==> src/rtl/int_formatter_pkg.sv <==
// int_formatter_pkg: shared ASCII constants, default char width and FSM states for int_formatter
package int_formatter_pkg;
  localparam int DEF_B = 8;
  localparam logic [7:0] ASCII_ZERO = 8'h30;
  localparam logic [7:0] ASCII_NINE = 8'h39;
  localparam logic [7:0] ASCII_NUL = 8'h00;
  typedef enum logic [1:0] {ST_IDLE, ST_CONV, ST_DONE} state_t;
endpackage

==> src/rtl/int_formatter_dabble_step.sv <==
// dabble_step: one double-dabble step, add-3 on nibbles >=5 then shift in one bit
module dabble_step #(
  parameter int DIGITS = 4
) (
  input  logic [DIGITS*4-1:0] bcd,
  input  logic                bit_in,
  output logic [DIGITS*4-1:0] bcd_out
);
  logic [DIGITS*4-1:0] adj;
  always_comb begin
    adj = bcd;
    for (int i = 0; i < DIGITS; i++)
      adj[i*4+:4] = (bcd[i*4+:4] >= 4'd5) ? bcd[i*4+:4] + 4'd3 : bcd[i*4+:4];
  end
  // the top BCD bit falls off: values needing it are saturated anyway
  assign bcd_out = (adj << 1) | {{(DIGITS*4-1){1'b0}}, bit_in};
endmodule

==> src/rtl/int_formatter.sv <==
// int_formatter: iterative binary-to-ASCII decimal formatter, one bit per clock.
// Define INT_FORMATTER_BLANK_EN to replace leading zero characters with NUL.
module int_formatter
  import int_formatter_pkg::*;
#(
  parameter int B = DEF_B,
  parameter int W = 2*B,
  parameter int DIGITS = 4
) (
  input  logic              clk,
  input  logic              rst_n,
  input  logic              in_valid,
  output logic              in_ready,
  input  logic [W-1:0]      num,
  output logic              out_valid,
  input  logic              out_ready,
  output logic [DIGITS*B-1:0] str,
  output logic              ovf
);
  localparam int CW = $clog2(W+1);
  localparam logic [W:0] LIMIT = (W+1)'(10**DIGITS);
  state_t state, state_n;
  logic [W-1:0] shift;
  logic [DIGITS*4-1:0] bcd, bcd_n;
  logic [CW-1:0] cnt;
  logic ovf_r, accept, last;
  logic [DIGITS*B-1:0] str_n;
  assign accept = (state == ST_IDLE) && in_valid && in_ready;
  assign last = cnt == CW'(W-1);
  assign out_valid = state == ST_DONE;
  dabble_step #(.DIGITS(DIGITS)) u_step (.bcd(bcd), .bit_in(shift[W-1]), .bcd_out(bcd_n));
  always_comb begin
    state_n = state;
    state_n = accept ? ST_CONV :
              (state == ST_CONV && last) ? ST_DONE :
              (state == ST_DONE && out_ready) ? ST_IDLE : state;
  end
`ifdef INT_FORMATTER_BLANK_EN
  logic lead;
`endif
  always_comb begin
    str_n = '0;
`ifdef INT_FORMATTER_BLANK_EN
    lead = 1'b1;
`endif
    for (int i = DIGITS-1; i >= 0; i--) begin
      str_n[i*B+:B] = ovf_r ? B'(ASCII_NINE) : B'(ASCII_ZERO) + B'(bcd_n[i*4+:4]);
`ifdef INT_FORMATTER_BLANK_EN
      lead = lead & (bcd_n[i*4+:4] == 4'd0);
      if (lead && i != 0 && !ovf_r) str_n[i*B+:B] = B'(ASCII_NUL);
`endif
    end
  end
  always_ff @(posedge clk or negedge rst_n)
    if (!rst_n) begin
      state <= ST_IDLE;
      in_ready <= 1'b0;
      shift <= '0;
      bcd <= '0;
      cnt <= '0;
      ovf_r <= 1'b0;
      str <= '0;
      ovf <= 1'b0;
    end else begin
      state <= state_n;
      in_ready <= state_n == ST_IDLE;
      if (accept) begin
        shift <= num;
        bcd <= '0;
        cnt <= '0;
        ovf_r <= {1'b0, num} >= LIMIT;
      end else if (state == ST_CONV) begin
        shift <= shift << 1;
        bcd <= bcd_n;
        cnt <= cnt + CW'(1);
        if (last) begin
          str <= str_n;
          ovf <= ovf_r;
        end
      end
    end
endmodule

==> config.mk <==
export PLATFORM = sky130hd
export DESIGN_NAME = int_formatter
export DESIGN_NICKNAME = d
export VERILOG_FILES = /design/src/rtl/int_formatter_pkg.sv /design/src/rtl/int_formatter_dabble_step.sv /design/src/rtl/int_formatter.sv
export SDC_FILE = /design/constraint.sdc
export NUM_CORES = 1
export LEC_CHECK = 0
export ABC_AREA = 1
export CORE_MARGIN = 5
export CORE_UTILIZATION = 30
export CTS_BUF_LIST = sky130_fd_sc_hd__clkbuf_16
export CTS_CLUSTER_SIZE = 28
export DETAILED_ROUTE_END_ITERATION = 12
export GPL_TIMING_DRIVEN = 0
export HOLD_SLACK_MARGIN = 0.08
export PLACE_DENSITY_LB_ADDON = 0.3
export SLEW_MARGIN = 20
export SYNTH_ARGS = -nofsm -noshare
export SYNTH_HDL_FRONTEND = slang
export SYNTH_SLANG_ARGS = --single-unit
==> constraint.sdc <==
create_clock -name clk -period 1.7 [get_ports clk]
set_clock_uncertainty 0.2 [all_clocks]
set_input_delay 0.17 -clock clk [delete_from_list [all_inputs] [get_ports clk]]
set_output_delay 0.17 -clock clk [all_outputs]
set_load 0.02 [all_outputs]
==> impl_metrics.py, run 1 <==
metrics = {
    "yosys": {
        "synth_most_common_cell": "nand2_1",
        "ys_types": 24,
        "synth_seq_area_share": 0.489,
        "synth_top_cell_area_share": 0.489,
        "synth-async-reset-ratio": 1.00,
        "synth_area_leaders": "dfrtp_1, nand2_1, nand3_1",
        "synth-edff-count": 0,
        "yosys.area.top_type": "dfrtp_1",
        "avgSynthCellArea_sq_um": 8.16,
        "netlist_instances": 370,
        "synth_flop_cell": "dfrtp_1",
        "yosys_warnings": 0,
        "yosys-top-cells-count": "nand2_1, dfrtp_1, nand3_1, inv_1, nor2_1",
        "netlist_area_sq_um": 3020,
        "ys_ff_latch": 59,
    },
    "floorplan": {
        "start_util": 0.309,
        "ios": 55,
        "die_y_um": 110,
        "rows": 36,
        "die_w_um": 110,
        "die_area_sq_um": 12200,
        "coreArea_sq_um": 9770,
    },
    "finish": {
        "area_growth_pct": 39.5,
        "finish.utilization": 0.431,
        "fillers": 985,
        "fin_cells": 587,
        "design_area_sq_um": 4210,
        "antenna_cells": 0,
        "drive_above_1_share": 0.192,
        "ff_latch_area_sq_um": 1480,
        "finalNetCount": 479,
        "multi_input_area_sq_um": 1340,
    },
    "clocking": {
        "cts_sinks": 59,
        "cts-root-buf": "clkbuf_16",
        "path_clk_slew_ps": 50,
        "clockBufferDepth": 2,
        "cts_buffers": 9,
        "clk_latency_ps": 320,
        "cts_tree": "done",
        "htreeDepth": 3,
    },
    "status": {
        "status": "finished, violations left",
        "violations": "negative setup slack",
    },
    "placed_design": {
        "io_buffers": 46,
        "placed_cells": 557,
        "dp_hpwl_mm": 4.87,
        "pre_cts_ws_ps": -147,
        "place_congestion": 0.819,
        "dpl_cell_area_sq_um": 3690,
    },
    "run": {
        "max-cap-violations": 0,
    },
    "timing": {
        "fin_ws_ps": -49.1,
        "fin_crit_sh": 1.03,
        "grt_setup_unrepaired": "yes",
        "setup_violations": 4,
        "slew_viol_final": 0,
        "fin_crit_ps": 1750,
        "fmax_mhz": 572,
        "hold_viol_final": 0,
    },
    "global_route": {
        "grt.busiest_layer": "met2",
        "use_met1": 0.148,
        "grt_util_all_layers": 0.125,
        "use_met3": 0.0396,
        "grt-ovfl-total": 0,
        "antenna_found_initial": 0,
        "grt_pass1_vias": 2582,
        "grt_max_degree": 41,
        "grt_pass1_wl_mm": 11.7,
        "grtUsageMet2": 0.209,
    },
    "worst_setup_path": {
        "r2r-start": "cnt[0]",
        "endpoint": "str[8]",
        "r2r_end": "str[8]",
        "critPathRequiredTime_ps": 1720,
        "startpoint_type": "flip-flop",
        "crit_type": "reg2reg",
        "critPathArrivalTime_ps": 1770,
        "cp-startpoint": "cnt[0]",
        "end_kind": "flip-flop",
        "critPathMaxFanout": 5,
        "rrSetupSlack_ps": -50,
        "rr_worst_depth": 10,
    },
    "power": {
        "p_sw_frac": 0.209,
        "pwr-share-clk": 0.501,
        "power_frac_seq": 0.460,
        "combPwrFrac": 0.039,
        "p_int_w": 0.00242,
        "p_per_area_nw_per_um2": 726,
        "switchingPower_w": 0.000639,
        "ir_drop_mv": 0.501,
        "leakage_nw": 2.26,
        "power_w": 0.00306,
    },
    "worst_hold_path": {
        "hold_path_class": "in2reg",
    },
    "drt": {
        "first_pass_iters": 4,
        "vias": 2544,
        "drt-initial-drc-count": 88,
        "wl_per_cell_um": 12.0,
        "viasPerCell": 4.33,
        "detail-route-antenna-nets": 0,
        "drc_errors": 0,
        "totalWireLength_mm": 7.02,
    },
}
[kinds of logic after synthesis]
| kind of cell | Yosys count | share of synthesized area |
|---|---|---|
| simple gates | 206 | 0.292 |
| fa+ha+maj | 10 | 0.0415 |
| flops | 59 | 0.489 |
| xor+xnor | 1 | 0.00290 |
| buf+inv | 65 | 0.115 |
| other cells | 1 | 0.00124 |
| compound gates | 28 | 0.0576 |
[cell type report]
| cell class | count | share of cell area |
|---|---|---|
| repair buffers | 62 | 0.147 |
| flip-flops and latches | 59 | 0.351 |
| well taps | 133 | 0.0395 |
| plain buffers | 23 | 0.0434 |
| clock buffers | 9 | 0.0535 |
| inverters | 41 | 0.0389 |
| clock inverters | 7 | 0.00684 |
| multi-input cells | 253 | 0.319 |
[power by group through the flow]
| stage | combinational (W) | sequential, W | clock (W) |
|---|---|---|---|
| detailed placement | 0.000118 | 0.00143 | 0 |
| floorplan | 0.0000360 | 0.00143 | 0 |
| finish | 0.000120 | 0.00141 | 0.00153 |
| global route | 0.000134 | 0.00141 | 0.00164 |
| global placement | 0.000113 | 0.00143 | 0 |
| CTS | 0.000122 | 0.00141 | 0.00157 |
[flip-flops by register name (all words and copies together), names as in the netlist]
register,cells
bcd,16
cnt,5
in_ready,1
ovf,1
ovf_r,1
shift,16
state,2
str,17
[layout by cell type (no fill, tap or decap), drive strengths merged]
master and instances:
o22ai 6, a21oi 3, o21ai 11, dlymetal6s2s 4, clkinv 4, ha 10
o211ai 3, dfrtp 59, dlygate4sd3 2, clkbuf 9, dlygate4sd2 8, xor2 1
clkdlybuf4s50 32, nand3 42, nor2 21, nand4 2, inv 44, conb 8
a2bb2oi 5, buf 39, nand2 137, or2 4
[worst min path at each step]
| stage | startpoint | to | cells after the start |
|---|---|---|---|
| final | num[0] | shift[0] | 3 |
| after global placement | shift[0] | shift[0] | 2 |
| after CTS | num[0] | shift[0] | 3 |
| after detailed placement | rst_n | shift[8] | 1 |
| after global routing | num[0] | shift[0] | 3 |
| after floorplan | rst_n | bcd[0] | 0 |
[worst max-delay path, cell delays in order, from the launching register on]
cell and delay (ps):
dfrtp_1 350, ha_2 190, nand2_2 60, nor2_2 80
ha_2 190, nand2_4 100, nor2_8 170, buf_6 150
nand3_2 60, nand2_1 70, inv_1 30
[metrics by stage]
step           hold WS [ps]  setup TNS, ps
4_1_cts                 197          -1300
6_report                206           -138
2_1_floorplan          -326              0
5_1_grt                 215          -1020
3_3_place_gp            260         -99550
3_5_place_dp           -131          -2000
[routing by layer]
layer / up-vias / share of wire / routed length, um
li1: 1310 / - / -
met2: 72 / 0.48 / 3350
met1: 1150 / 0.45 / 3150
met3: 12 / 0.053 / 372
met5: - / 0 / 0
met4: 0 / 0.020 / 142
[timing repair]
action                     in CTS  in global routing
gates resized for setup        36                 12
pin swaps                      19                 16
setup buffers                  10                  4
hold buffers                    2                  0
setup endpoints to repair      28                 22
cloned                          1                  0
hold endpoints to repair       59                  0
(Power assumes the default switching activity.)
==> run 2, diff against run 1 <==
clock period = 2 ns   (was 1.7 ns; I/O delays follow)
==> impl_metrics.py, run 2 (same netlist as run 1, synthesis figures left out) <==
metrics = {
    "worst_setup_path": {
        "critPathArrivalTime_ps": 1920,
        "end_kind": "flip-flop",
        "r2r-start": "cnt[0]",
        "endpoint": "str[24]",
        "startpoint_type": "flip-flop",
        "critPathRequiredTime_ps": 2020,
        "rr_worst_depth": 9,
        "critPathMaxFanout": 10,
        "r2r_end": "str[24]",
        "rrSetupSlack_ps": 100,
        "cp-startpoint": "cnt[0]",
        "crit_type": "reg2reg",
    },
    "finish": {
        "final_cell_mix": "nand2_1, dfrtp_1, clkdlybuf4s50_1, nand3_1, inv_1",
        "largest_reg_flops": 17,
        "antenna_cells": 0,
        "finalNetCount": 467,
        "drive_above_1_share": 0.127,
        "fin_cells": 575,
        "reg.largest.list": "str: 17 flops, bcd: 16 flops, shift: 16 flops",
        "top_register": "str",
        "final_common_cell": "nand2_1",
        "area_growth_pct": 33.5,
    },
    "timing": {
        "fin_crit_ps": 1900,
        "setup_violations": 0,
        "fin_hold_ws_ps": 101,
        "fin_ws_ps": 95.3,
        "grt_setup_unrepaired": "yes",
        "fin_crit_sh": 0.952,
        "final.setup.tns_ps": 0,
        "hold_viol_final": 0,
        "slew_viol_final": 0,
        "fmax_mhz": 525,
    },
    "clocking": {
        "cts_tree": "done",
        "clockBufferDepth": 2,
        "cts-root-buf": "clkbuf_16",
        "cts_buffers": 9,
        "clk_latency_ps": 330,
        "htreeDepth": 3,
        "cts_sinks": 59,
        "path_clk_slew_ps": 50,
    },
    "floorplan": {
        "start_util": 0.309,
        "die_y_um": 110,
        "ios": 55,
        "rows": 36,
        "die_w_um": 110,
        "coreArea_sq_um": 9770,
        "die_area_sq_um": 12200,
    },
    "global_route": {
        "grt-ovfl-total": 0,
        "grt_util_all_layers": 0.122,
        "grt_pass1_wl_mm": 11.3,
        "grt_max_degree": 41,
        "grt_pass1_vias": 2463,
        "antenna_found_initial": 0,
    },
    "drt": {
        "wl_per_cell_um": 11.7,
        "totalWireLength_mm": 6.72,
        "drc_errors": 0,
        "first_pass_iters": 5,
        "detail-route-antenna-nets": 0,
        "drt-initial-drc-count": 118,
        "viasPerCell": 4.30,
        "vias": 2473,
    },
    "power": {
        "leakage_nw": 2.08,
        "ir_drop_mv": 0.388,
        "power_w": 0.00292,
        "p_per_area_nw_per_um2": 725,
    },
    "placed_design": {
        "placed_cells": 557,
        "pre_cts_ws_ps": 93.7,
        "io_buffers": 46,
        "dp_hpwl_mm": 4.89,
        "place_congestion": 0.779,
    },
    "run": {
        "max-cap-violations": 0,
    },
    "worst_hold_path": {
        "hold_path_class": "in2async",
    },
    "status": {
        "status": "finished, final reports clean",
    },
}
run 2: critical path, stage by stage (launching register included):
cell	delay, ps
dfrtp_1	410
ha_1	230
nand2_1	80
nor2_1	50
ha_1	200
nand2_4	120
inv_2	110
or2_2	290
nand2_1	60
inv_1	30
run 2: worst min-delay path by stage:
stage              from        to  slack (ps)  depth (start not counted)
5_1_grt           rst_n  shift[8]         130                          2
3_3_place_gp   shift[0]  shift[0]         260                          2
2_1_floorplan     rst_n    bcd[0]        -300                          0
3_5_place_dp      rst_n  shift[8]        -100                          1
6_report          rst_n  shift[8]         100                          2
4_1_cts           rst_n  shift[8]         100                          2
run 2: through the flow:
| stage | instance area [sq um] | utilization |
|---|---|---|
| after floorplan | 3040 | - |
| after global placement | 3670 | 0.376 |
| after detailed placement | 3690 | 0.377 |
| after CTS | 4020 | 0.411 |
| after global routing | 4030 | 0.412 |
| final | 4030 | 0.412 |
run 2: layer usage:
layer,wire length [um],vias up,track usage
met5,0,-,0
met4,114,0,0.0334
met3,389,10,0.0483
met2,3240,65,0.204
met1,2980,1120,0.145
li1,-,1278,-
run 2: where the power goes:
group | internal [W] | switching [W]
sequential | 0.00119 | 0
clock | 0.00108 | 0.000542
combinational | 0.0000500 | 0.0000502
total | 0.00233 | 0.000592
run 2: area by class of cell:
class / count / area [sq um]
Buffer: 24 / 195
Clock buffer: 9 / 225
Clock inverter: 7 / 92.6
Fill cell: 996 / 5750
Inverter: 41 / 156
Multi-Input combinational cell: 253 / 1220
Sequential cell: 59 / 1480
Tap cell: 133 / 166
Timing Repair Buffer: 49 / 495
run 2: timing repair:
item / in CTS / in global routing
endpoints found under the setup margin: 0 / 12
hold buffers: 1 / 0
buffers inserted: 0 / 1
endpoints found under the hold margin: 59 / 0
gates resized for setup: 0 / 2
